<file path="src/rtl/mat_operand_loader.sv">
// Operand frame assembler for the 4x4-by-4x2 matrix multiplier: collects NA elements of A
// then NB elements of B from a valid/ready stream and holds them on flat buses until consumed.
module mat_operand_loader #(
   parameter int unsigned DATA_W = 4,
   parameter int unsigned NA     = 16,
   parameter int unsigned NB     = 8
) (
   input  logic                 clk,
   input  logic                 rst,
   input  logic                 in_valid,
   output logic                 in_ready,
   input  logic [DATA_W-1:0]    in_data,
   input  logic                 in_sof,
   output logic                 out_valid,
   input  logic                 out_ready,
   output logic [NA*DATA_W-1:0] a_flat,
   output logic [NB*DATA_W-1:0] b_flat,
   output logic                 frame_err,
   output logic [4:0]           elem_idx
);

   localparam int unsigned NElem   = NA + NB;
   localparam logic [4:0]  LastIdx = 5'(NElem - 1);

   typedef enum logic [0:0] {StLoad, StHold} state_e;

   state_e                state_q;
   logic [4:0]            idx_q;
   logic [NA*DATA_W-1:0]  a_q;
   logic [NB*DATA_W-1:0]  b_q;
   logic                  in_ready_q;
   logic                  out_valid_q;
   logic                  frame_err_q;
   logic                  accept;

   // in_ready_q is only set in StLoad, so an accept implies the load state.
   assign accept = in_valid && in_ready_q;

   always_ff @(posedge clk) begin
      if (rst) begin
         state_q     <= StLoad;
         idx_q       <= '0;
         a_q         <= '0;
         b_q         <= '0;
         in_ready_q  <= 1'b1;
         out_valid_q <= 1'b0;
         frame_err_q <= 1'b0;
      end else begin
         frame_err_q <= 1'b0;
         unique case (state_q)
            StLoad: begin
               if (accept) begin
                  if (in_sof) begin
                     // Resync: restart at A0; stale slots are overwritten as the frame refills.
                     a_q[DATA_W-1:0] <= in_data;
                     idx_q           <= 5'd1;
                     frame_err_q     <= (idx_q != 5'd0);
                  end else begin
                     for (int unsigned k = 0; k < NA; k++) begin
                        if (idx_q == 5'(k)) a_q[k*DATA_W +: DATA_W] <= in_data;
                     end
                     for (int unsigned k = 0; k < NB; k++) begin
                        if (idx_q == 5'(NA + k)) b_q[k*DATA_W +: DATA_W] <= in_data;
                     end
                     if (idx_q == LastIdx) begin
                        idx_q       <= '0;
                        state_q     <= StHold;
                        in_ready_q  <= 1'b0;
                        out_valid_q <= 1'b1;
                     end else begin
                        idx_q <= idx_q + 5'd1;
                     end
                  end
               end
            end
            StHold: begin
               // Handoff cycle accepts nothing upstream: one bubble per frame.
               if (out_ready) begin
                  state_q     <= StLoad;
                  in_ready_q  <= 1'b1;
                  out_valid_q <= 1'b0;
               end
            end
            default: begin
               state_q     <= StLoad;
               in_ready_q  <= 1'b1;
               out_valid_q <= 1'b0;
            end
         endcase
      end
   end

   assign in_ready  = in_ready_q;
   assign out_valid = out_valid_q;
   assign a_flat    = a_q;
   assign b_flat    = b_q;
   assign frame_err = frame_err_q;
   assign elem_idx  = idx_q;

`ifndef SYNTHESIS
   always_ff @(posedge clk) begin
      if (!rst) begin
         assert (idx_q <= LastIdx) else $error("elem_idx out of range: %0d", idx_q);
         assert (in_ready_q ^ out_valid_q) else $error("in_ready/out_valid not exclusive");
      end
   end
`endif

endmodule

</file>
<file path="config.mk">
export PLATFORM = sky130hd
export DESIGN_NAME = mat_operand_loader
export DESIGN_NICKNAME = d
export VERILOG_FILES = /design/src/rtl/mat_operand_loader.sv
export SDC_FILE = /design/constraint.sdc
export NUM_CORES = 1
export LEC_CHECK = 0
export CAP_MARGIN = 20
export CORE_AREA = 8 8 127 106
export CTS_CLUSTER_SIZE = 20
export DETAILED_ROUTE_END_ITERATION = 10
export DIE_AREA = 0 0 135 114
export PLACE_DENSITY = 0.66
export SYNTH_ARGS = -nofsm -noshare
export SYNTH_HDL_FRONTEND = slang
export SYNTH_SLANG_ARGS = --single-unit
</file>
<file path="constraint.sdc">
create_clock -name clk -period 3.9 [get_ports clk]
set_input_delay 0.78 -clock clk [delete_from_list [all_inputs] [get_ports clk]]
set_output_delay 0.78 -clock clk [all_outputs]
set_load 0.01 [all_outputs]
</file>
==> results.md, run 1 <==
Run status:
- The flow ran to the end, and the final reports show no timing, DRC or antenna violations.

Finish:
- Compared with the post-synthesis result, the final layout area differs by 33.9%.
- The antenna diode count is 0.
- The most frequent standard cell in the layout excluding fill and tap cells is clkdlybuf4s50_1.
- The post-route netlist has 7.00% of its cells at a drive strength greater than 1.
- The count of fill cells added during filler insertion is 1020.
- In the layout the commonest cells are clkdlybuf4s50_1 (111), dfxtp_1 (105), nand2b_1 (93).
- The final net count is 524.
- After routing the design area is 0.00592 mm^2.

Timing:
- The count of endpoints failing setup in the final report is 0.
- The max-slew violation total from the final report is 0.
- The relative max-transition margin is 28.7%.
- Setup repair after global routing left no endpoint under its margin.
- The hold violation total from the final report is 0.
- For the pin with the worst max-slew slack, the measured transition is around 1.1 ns.
- The worst slack on hold paths is 0.457 ns.
- The final period demand of the worst path is 2.66 ns.
- The share of the clock period used by the worst path is 68.1%.
- The setup total negative slack is 0 ns.
- Static timing analysis puts the maximum clock frequency at 376 MHz.
- The clock tree skew after final layout is ~0.0077 ns.

Yosys:
- The number of enable flip-flop cells after synthesis is 0.
- The proportion of register bits with asynchronous set or reset after synthesis is 0%.
- The post-synthesis register bit count is 105.
- By area the synthesized netlist is led by dfxtp_1 (48%), mux2i_1 (20%), nand2b_1 (13%).
- The top cell type by total area after synthesis is dfxtp_1.
- Counting every net in the synthesized netlist gives 425.
- The post-synthesis cell area is 0.00442 mm^2.
- The number of warnings issued by yosys is 0.
- The part of the Yosys area used for sequential elements is 47.5%.
- Dividing the synthesized area by the synthesized cell count gives ~11 um^2.
- The share of synthesized area in the top cell type comes to 47.5%.
- The synthesized instance count is 411.
- Among all flip-flop cells after synthesis, the most frequent one is dfxtp_1.
- Synthesis instantiated 35 different standard cells from the library.

Route:
- The routed design has 12.3 mm of wire.
- The remaining antenna violation count after routing is 0.
- The number of violations reported at the end of detailed-routing iteration 0 is 172.
- The pre-antenna-repair detailed-routing pass consisted of 4 iterations.
- The routed length per instance is 18.5 um.
- The detailed-routed wire length on met2 is 5.44 mm.
- The via count of the routed design is around 3300.
- The DRC violation count after routing is 0.
- The length of routed wiring on met1 is 5.42 mm.
- The average via count per standard cell is 4.98.
- The routed design uses 1.34 mm of met3 wire.
- Routed signal wires occupy layers up through met4.

Worst setup path:
- The peak fanout along the critical path is 27.
- The cell with the biggest individual delay on the critical path is and4bb_2.
- The critical path class is input port to flip-flop.
- The critical path required time is between 4 and 5 ns.
- STA classifies the critical path startpoint as an input port.
- The total buffers and inverters traversed by the critical path is 1.
- Across all register-to-register paths, the minimum setup slack is 1.67 ns.
- The worst setup path is captured at a flip-flop.
- The signal on the critical path passes through clkdlybuf4s50_1 -> and4bb_2 -> nand4_1 -> mux2i_1.
- On the worst path, the slowest cell contributes a delay of 0.88 ns.
- The critical path data arrival time is 2.83 ns.
- Broken down by cell family, the worst path's largest delay share belongs to simple AND/OR/NAND/NOR gates.

Floorplan:
- The die covers about 0.015 mm^2.
- For this configuration, the core starts out at a cell density of between 30% and 40%.
- After floorplanning, the core was divided into 35 placement rows.
- The floorplan step set the die height to 114 um.
- The placeable core area is 0.0113 mm^2.
- The count of boundary I/O pins is around 110.
- The die is 135 um wide.

Power:
- Net switching is 20.9% of the power.
- The design internal power is between 1500 and 2000 uW.
- The standby leakage power is 0.00257 uW.
- The power density normalized to cell area is 363 mW/mm^2.
- VDD sags by at most between 0.0003 and 0.0004 V.
- The portion of total power attributed to combinational logic is 5.4%.
- For this design the total switching power over the nets is roughly 450 uW.
- Per report_power, the clock group accounts for 44.4% of the total.
- The part of the total power dissipated in sequential elements is 50.3%.
- After layout, the design draws a total of 2150 uW.

Placed design:
- Once detailed placement completed, the half-perimeter wirelength came to 8.41 mm.
- The final weighted congestion in routability-driven placement is 0.728.
- Summing all placed instances gives a cell area of approximately 0.0056 mm^2.
- Buffers placed on the I/O ports in this run total 112.

Clock network:
- The number of gates resized after CTS was 0.
- The clock-pin slew on the worst setup and hold paths is 0.06 ns.
- The clock net sink count is 105.
- The total clock buffers created by CTS is 9.
- The post-CTS setup buffer count is 0.
- The clock insertion delay at the later pin of the skew report is 0.34 ns.
- The clock passes through at most 2 buffers.
- The root buffer cell is clkbuf_16.
- The TritonCTS clock tree is yes.
- The number of buffers added to fix hold violations after cts is 0.
- CTS built an H-tree with a depth of 3.

Flow run:
- The number of max-cap violations is 0.

Min path:
- The worst min-delay path category is flip-flop to flip-flop.

GRT:
- The initial antenna violation count is 0.
- The final global-route overflow total is 0.
- The first global-routing pass estimated 19.4 mm of wire.
- The maximum number of pins on one net before global-route repair is 84.
- The number of global-route vias before repair is 3432.
- The global-route total usage across every layer is between 15 and 20%.
## flip-flops by register name (all words and copies together) (netlist names)
name       count
out_valid      1
frame_err      1
state_q        1
elem_idx       5
in_ready       1
a_flat        64
b_flat        32
## per-layer routing
metal  GRT usage (%)  vias to the layer above
li1                -                     1594
met1            20.1                     1600
met2            23.7                       99
met3            7.73                        5
met4            3.77                        0
met5               0                        -
## logic make-up after synthesis
| family | count (synthesis) | synth area share [%] |
|---|---|---|
| simple gates | 155 | 24.4 |
| flops | 105 | 47.5 |
| mux | 88 | 19.9 |
| buf+inv | 33 | 3.73 |
| compound gates | 25 | 3.03 |
| fa+ha+maj | 5 | 1.41 |
## power groups by stage
stage          registers, uW  logic (uW)  clock network [uW]
5_1_grt                 1080         124                1020
3_5_place_dp            1110         116                   0
3_3_place_gp            1110         116                   0
6_report                1080         116                 955
4_1_cts                 1080         117                 975
2_1_floorplan           1110        72.3                   0
## worst paths after layout
path / start / endpoint / cells past startpoint
min: out_valid / out_valid / 2
max reg2reg: elem_idx[2] / b_flat[26] / 3
max: in_sof / b_flat[14] / 4
min reg2reg: out_valid / out_valid / 2
## worst min-delay path: stages, from the launching register on
cell	delay [ns]
dfxtp_1	0.31
nand2_1	0.05
a21oi_1	0.05
## through the flow
step	utilization (%)	setup WS, ns	cells
final	52.4	1.24	662
after global routing	52.4	1.13	662
after CTS	52.4	1.26	662
after detailed placement	49.7	0.886	647
after global placement	49.7	0.966	647
after floorplan	-	1.94	411
## synth_stat cells (4+ instances only)
| library cell | count |
|---|---|
| dfxtp_1 | 105 |
| nand2b_1 | 93 |
| nand4_1 | 6 |
| nand2_1 | 7 |
| buf_2 | 8 |
| mux2i_1 | 88 |
| ha_1 | 5 |
| nand3_1 | 5 |
| nand3_2 | 10 |
| nor2b_1 | 10 |
| clkbuf_1 | 15 |
| a21oi_1 | 9 |
| inv_1 | 4 |
| o21ai_0 | 13 |
## area by class of cell
class | instances | area (um^2) | share of cell area, %
multi-input cells | 273 | 2160 | 36.4
flip-flops and latches | 105 | 2100 | 35.5
repair buffers | 117 | 1150 | 19.5
clock buffers | 12 | 246 | 4.16
well taps | 148 | 185 | 3.13
clock inverters | 3 | 65.1 | 1.10
inverters | 4 | 15.0 | 0.253
Power figures use the tool's default switching activity.
==> inputs of run 2 (changes only) <==
Settings changed: PLACE_DENSITY 0.66 to 0.69.
Clock period 3.9 ns to 2.17 ns, I/O delays scaled along.
==> run 2 against run 1 <==
Compared with the run above:
- power up 84%
- highest routed layer unchanged
- global-route usage increased by 0.62 points
- worst hold slack worse by 0.064 ns
- non-clock buffer count increased by 10
==> results.md, run 2 (same netlist as run 1, synthesis figures left out) <==
Route:
- The number of violations reported at the end of detailed-routing iteration 0 is 150.
- The DRC violation count after routing is 0.
- The final wirelength is 12.5 mm.
- The remaining antenna violation count after routing is 0.
- In the final routed layout, each cell accounts on average for about 19 um.
- The number of detailed-routing iterations run before antenna repair is 4.
- The average via count per standard cell is 4.95.
- The via count of the routed design is 3329.

Timing:
- The measured slew at the worst slew-check pin is 0.523 ns.
- The hold violation total from the final report is 0.
- Setup violations remaining at the end of the flow were counted as 0.
- Setup repair after global routing left no endpoint under its margin.
- Based on the critical path, the design can be clocked at up to 476 MHz.
- The worst pin sits at a relative slew slack of about two thirds.
- The clock tree skew after final layout is between 0.004 and 0.005 ns.
- The setup total negative slack is 0 ns.
- Hold timing on the final database bottoms out at a slack of 0.393 ns.
- The max-slew violation total from the final report is 0.
- Subtracting the final worst setup slack from the clock period gives 2.10 ns.
- The share of the clock period used by the worst path is 96.9%.

Finish:
- In the layout the commonest cells are clkdlybuf4s50_1 (111), dfxtp_1 (105), nand2b_1 (93).
- The most frequent standard cell in the layout excluding fill and tap cells is clkdlybuf4s50_1.
- Of the cells placed in the final design, the portion with a size suffix greater than 1 is 9.14%.
- The repair_antennas step left the layout with diodes totalling 0.
- The flip-flop count of the largest register after layout is 64.
- From synthesis to final layout, the design area changed by 36.3%.
- The final cell count without fillers is between 600 and 700.
- The area of all sequential standard cells is 0.00210 mm^2.
- The multi-input combinational cells in the finished layout cover a total of 0.00216 mm^2.
- The final net count is 534.
- Counting the fill cells in the layout gives 1024.

Clock network:
- Buffers added to address setup during post-CTS repair amount to 0.
- The root buffer cell chosen for the clock tree is clkbuf_16.
- Counting along the longest clock path gives a buffer depth of 2.
- CTS saw 105 sinks.
- The clock insertion delay at the later pin of the skew report is 0.35 ns.
- The count of H-tree levels built during CTS is 3.
- The count of instances resized after the clock tree is built is 0.
- The total clock buffers created by CTS is 9.
- Hold repair after CTS inserted 0 buffers.
- The clock-pin slew on the worst setup and hold paths is about 0.070 ns.
- TritonCTS built the clock tree.

GRT:
- The number of global-route vias before repair is 3581.
- The final global-route overflow total is 0.
- Entering global routing, the biggest net connects 58 pins.
- The first global-routing pass estimated 19.9 mm of wire.
- The initial antenna violation count is 0.
- The global-route total usage across every layer is 16.5%.

Power:
- For this design the total switching power over the nets is between 800 and 900 uW.
- The worst supply voltage drop on vdd is 0.000362 V.
- In this run, flip-flops and latches consume 49.1% of the power.
- For this design the ratio of total power to cell area is 656 mW/mm^2.
- Cell internal power was estimated by the tool at 3110 uW.
- For this design the static power due to leakage is 0.00264 uW.
- The relative contribution of the clock network to total power is a little under half.
- Of the total power, the share spent switching nets is a little over a fifth.
- The portion of total power attributed to combinational logic is under 10%.

Min path:
- The startpoint identified for the worst hold timing path is rst.
- The worst min-delay path category is input port to flip-flop.

Flow run:
- The number of max-cap violations is 0.

Worst setup path:
- The worst setup path is captured at a primary output.
- In this run the worst path has a maximum fanout of 13.
- The critical path data arrival time is 1.67 ns.
- For this run, the slowest stage of the critical path takes 0.67 ns.
- The worst reg2reg path startpoint is elem_idx[2].
- The setup slack of the most critical reg-to-reg path is 0.26 ns.
- The slowest stage of the critical path belongs to the cell clkdlybuf4s50_1.
- The worst setup path is of the flip-flop to primary output kind.
- The total buffers and inverters traversed by the critical path is 1.
- The most critical setup path has its startpoint at elem_idx[2].
- For the worst setup path, the data required time is approximately 1.7 ns.
- The worst setup path is launched from a flip-flop.
- The signal on the critical path passes through clkdlybuf4s50_1.
- The cell class contributing the biggest share of worst-path delay is buffers and inverters.

Placed design:
- The quantity of I/O buffers inserted on ports is about 110.
- The number of instances in the placed design is approximately 660.
- The placed wire-length estimate after detailed placement is 8.63 mm.
- The congestion estimate from routability-driven global placement came to 0.823.

Floorplan:
- For this design the top-level I/O count stands at 113.
- The initialized floorplan defines 35 standard-cell rows.
- Measured along the y axis, the die boundary spans around 110 um.
- The placeable core area is 0.0113 mm^2.
- The floorplan step set the die width to 135 um.
- The starting density of the core is 39.2%.
- The floorplan step defined a die boundary enclosing 0.0154 mm^2.

Run status:
- The run finished with clean final reports.
==> run 2: cell types whose count changed in the layout (fill, tap and decap cells not counted) <==
cell	previous run	this run
buf_12	0	1
buf_4	5	14
clkbuf_1	2	1
clkbuf_8	1	2
inv_6	0	1
==> run 2: area by class of cell <==
| type | count | share of cell area, % |
|---|---|---|
| repair buffers | 127 | 20.6 |
| flip-flops and latches | 105 | 34.9 |
| inverters | 4 | 0.249 |
| well taps | 148 | 3.07 |
| clock inverters | 4 | 1.22 |
| multi-input cells | 273 | 35.8 |
| clock buffers | 12 | 4.25 |
==> run 2: final timing paths <==
kind	end	cells past startpoint
max	elem_idx[2]	1
min	a_flat[60]	2
max reg2reg	in_ready	3
min reg2reg	out_valid	2
==> run 2: stage by stage <==
step | utilization (%) | total power (uW) | instance area [um^2] | setup slack [ns]
floorplan | - | 2120 | 4420 | 0.428
global placement | 50.5 | 2210 | 5700 | 0.114
detailed placement | 50.5 | 2210 | 5700 | 0.0432
CTS | 53.4 | 4000 | 6030 | 0.0687
global route | 53.4 | 4080 | 6030 | 0.0211
finish | 53.4 | 3960 | 6030 | 0.0676
==> run 2: worst reg2reg max path, cell delays in order, from the launching register on <==
cell and delay [ns]:
dfxtp_1 0.65, nand4b_1 0.39, or2_1 0.44, a221o_1 0.32
==> run 2: metal layers <==
layer / GRT usage [%] / vias to the layer above / routed length (um)
met1: 20.6 / 1605 / 5780
met5: 0 / - / 0
li1: - / 1609 / -
met2: 25.0 / 103 / 5440
met3: 7.21 / 12 / 1120
met4: 5.24 / 0 / 154
==> run 2: power by group through the flow <==
stage,registers [uW],logic (uW),clock network (uW)
6_report,1950,220,1790
5_1_grt,1950,238,1900
4_1_cts,1950,222,1830
3_5_place_dp,1990,221,0
3_3_place_gp,1990,220,0
2_1_floorplan,1990,130,0
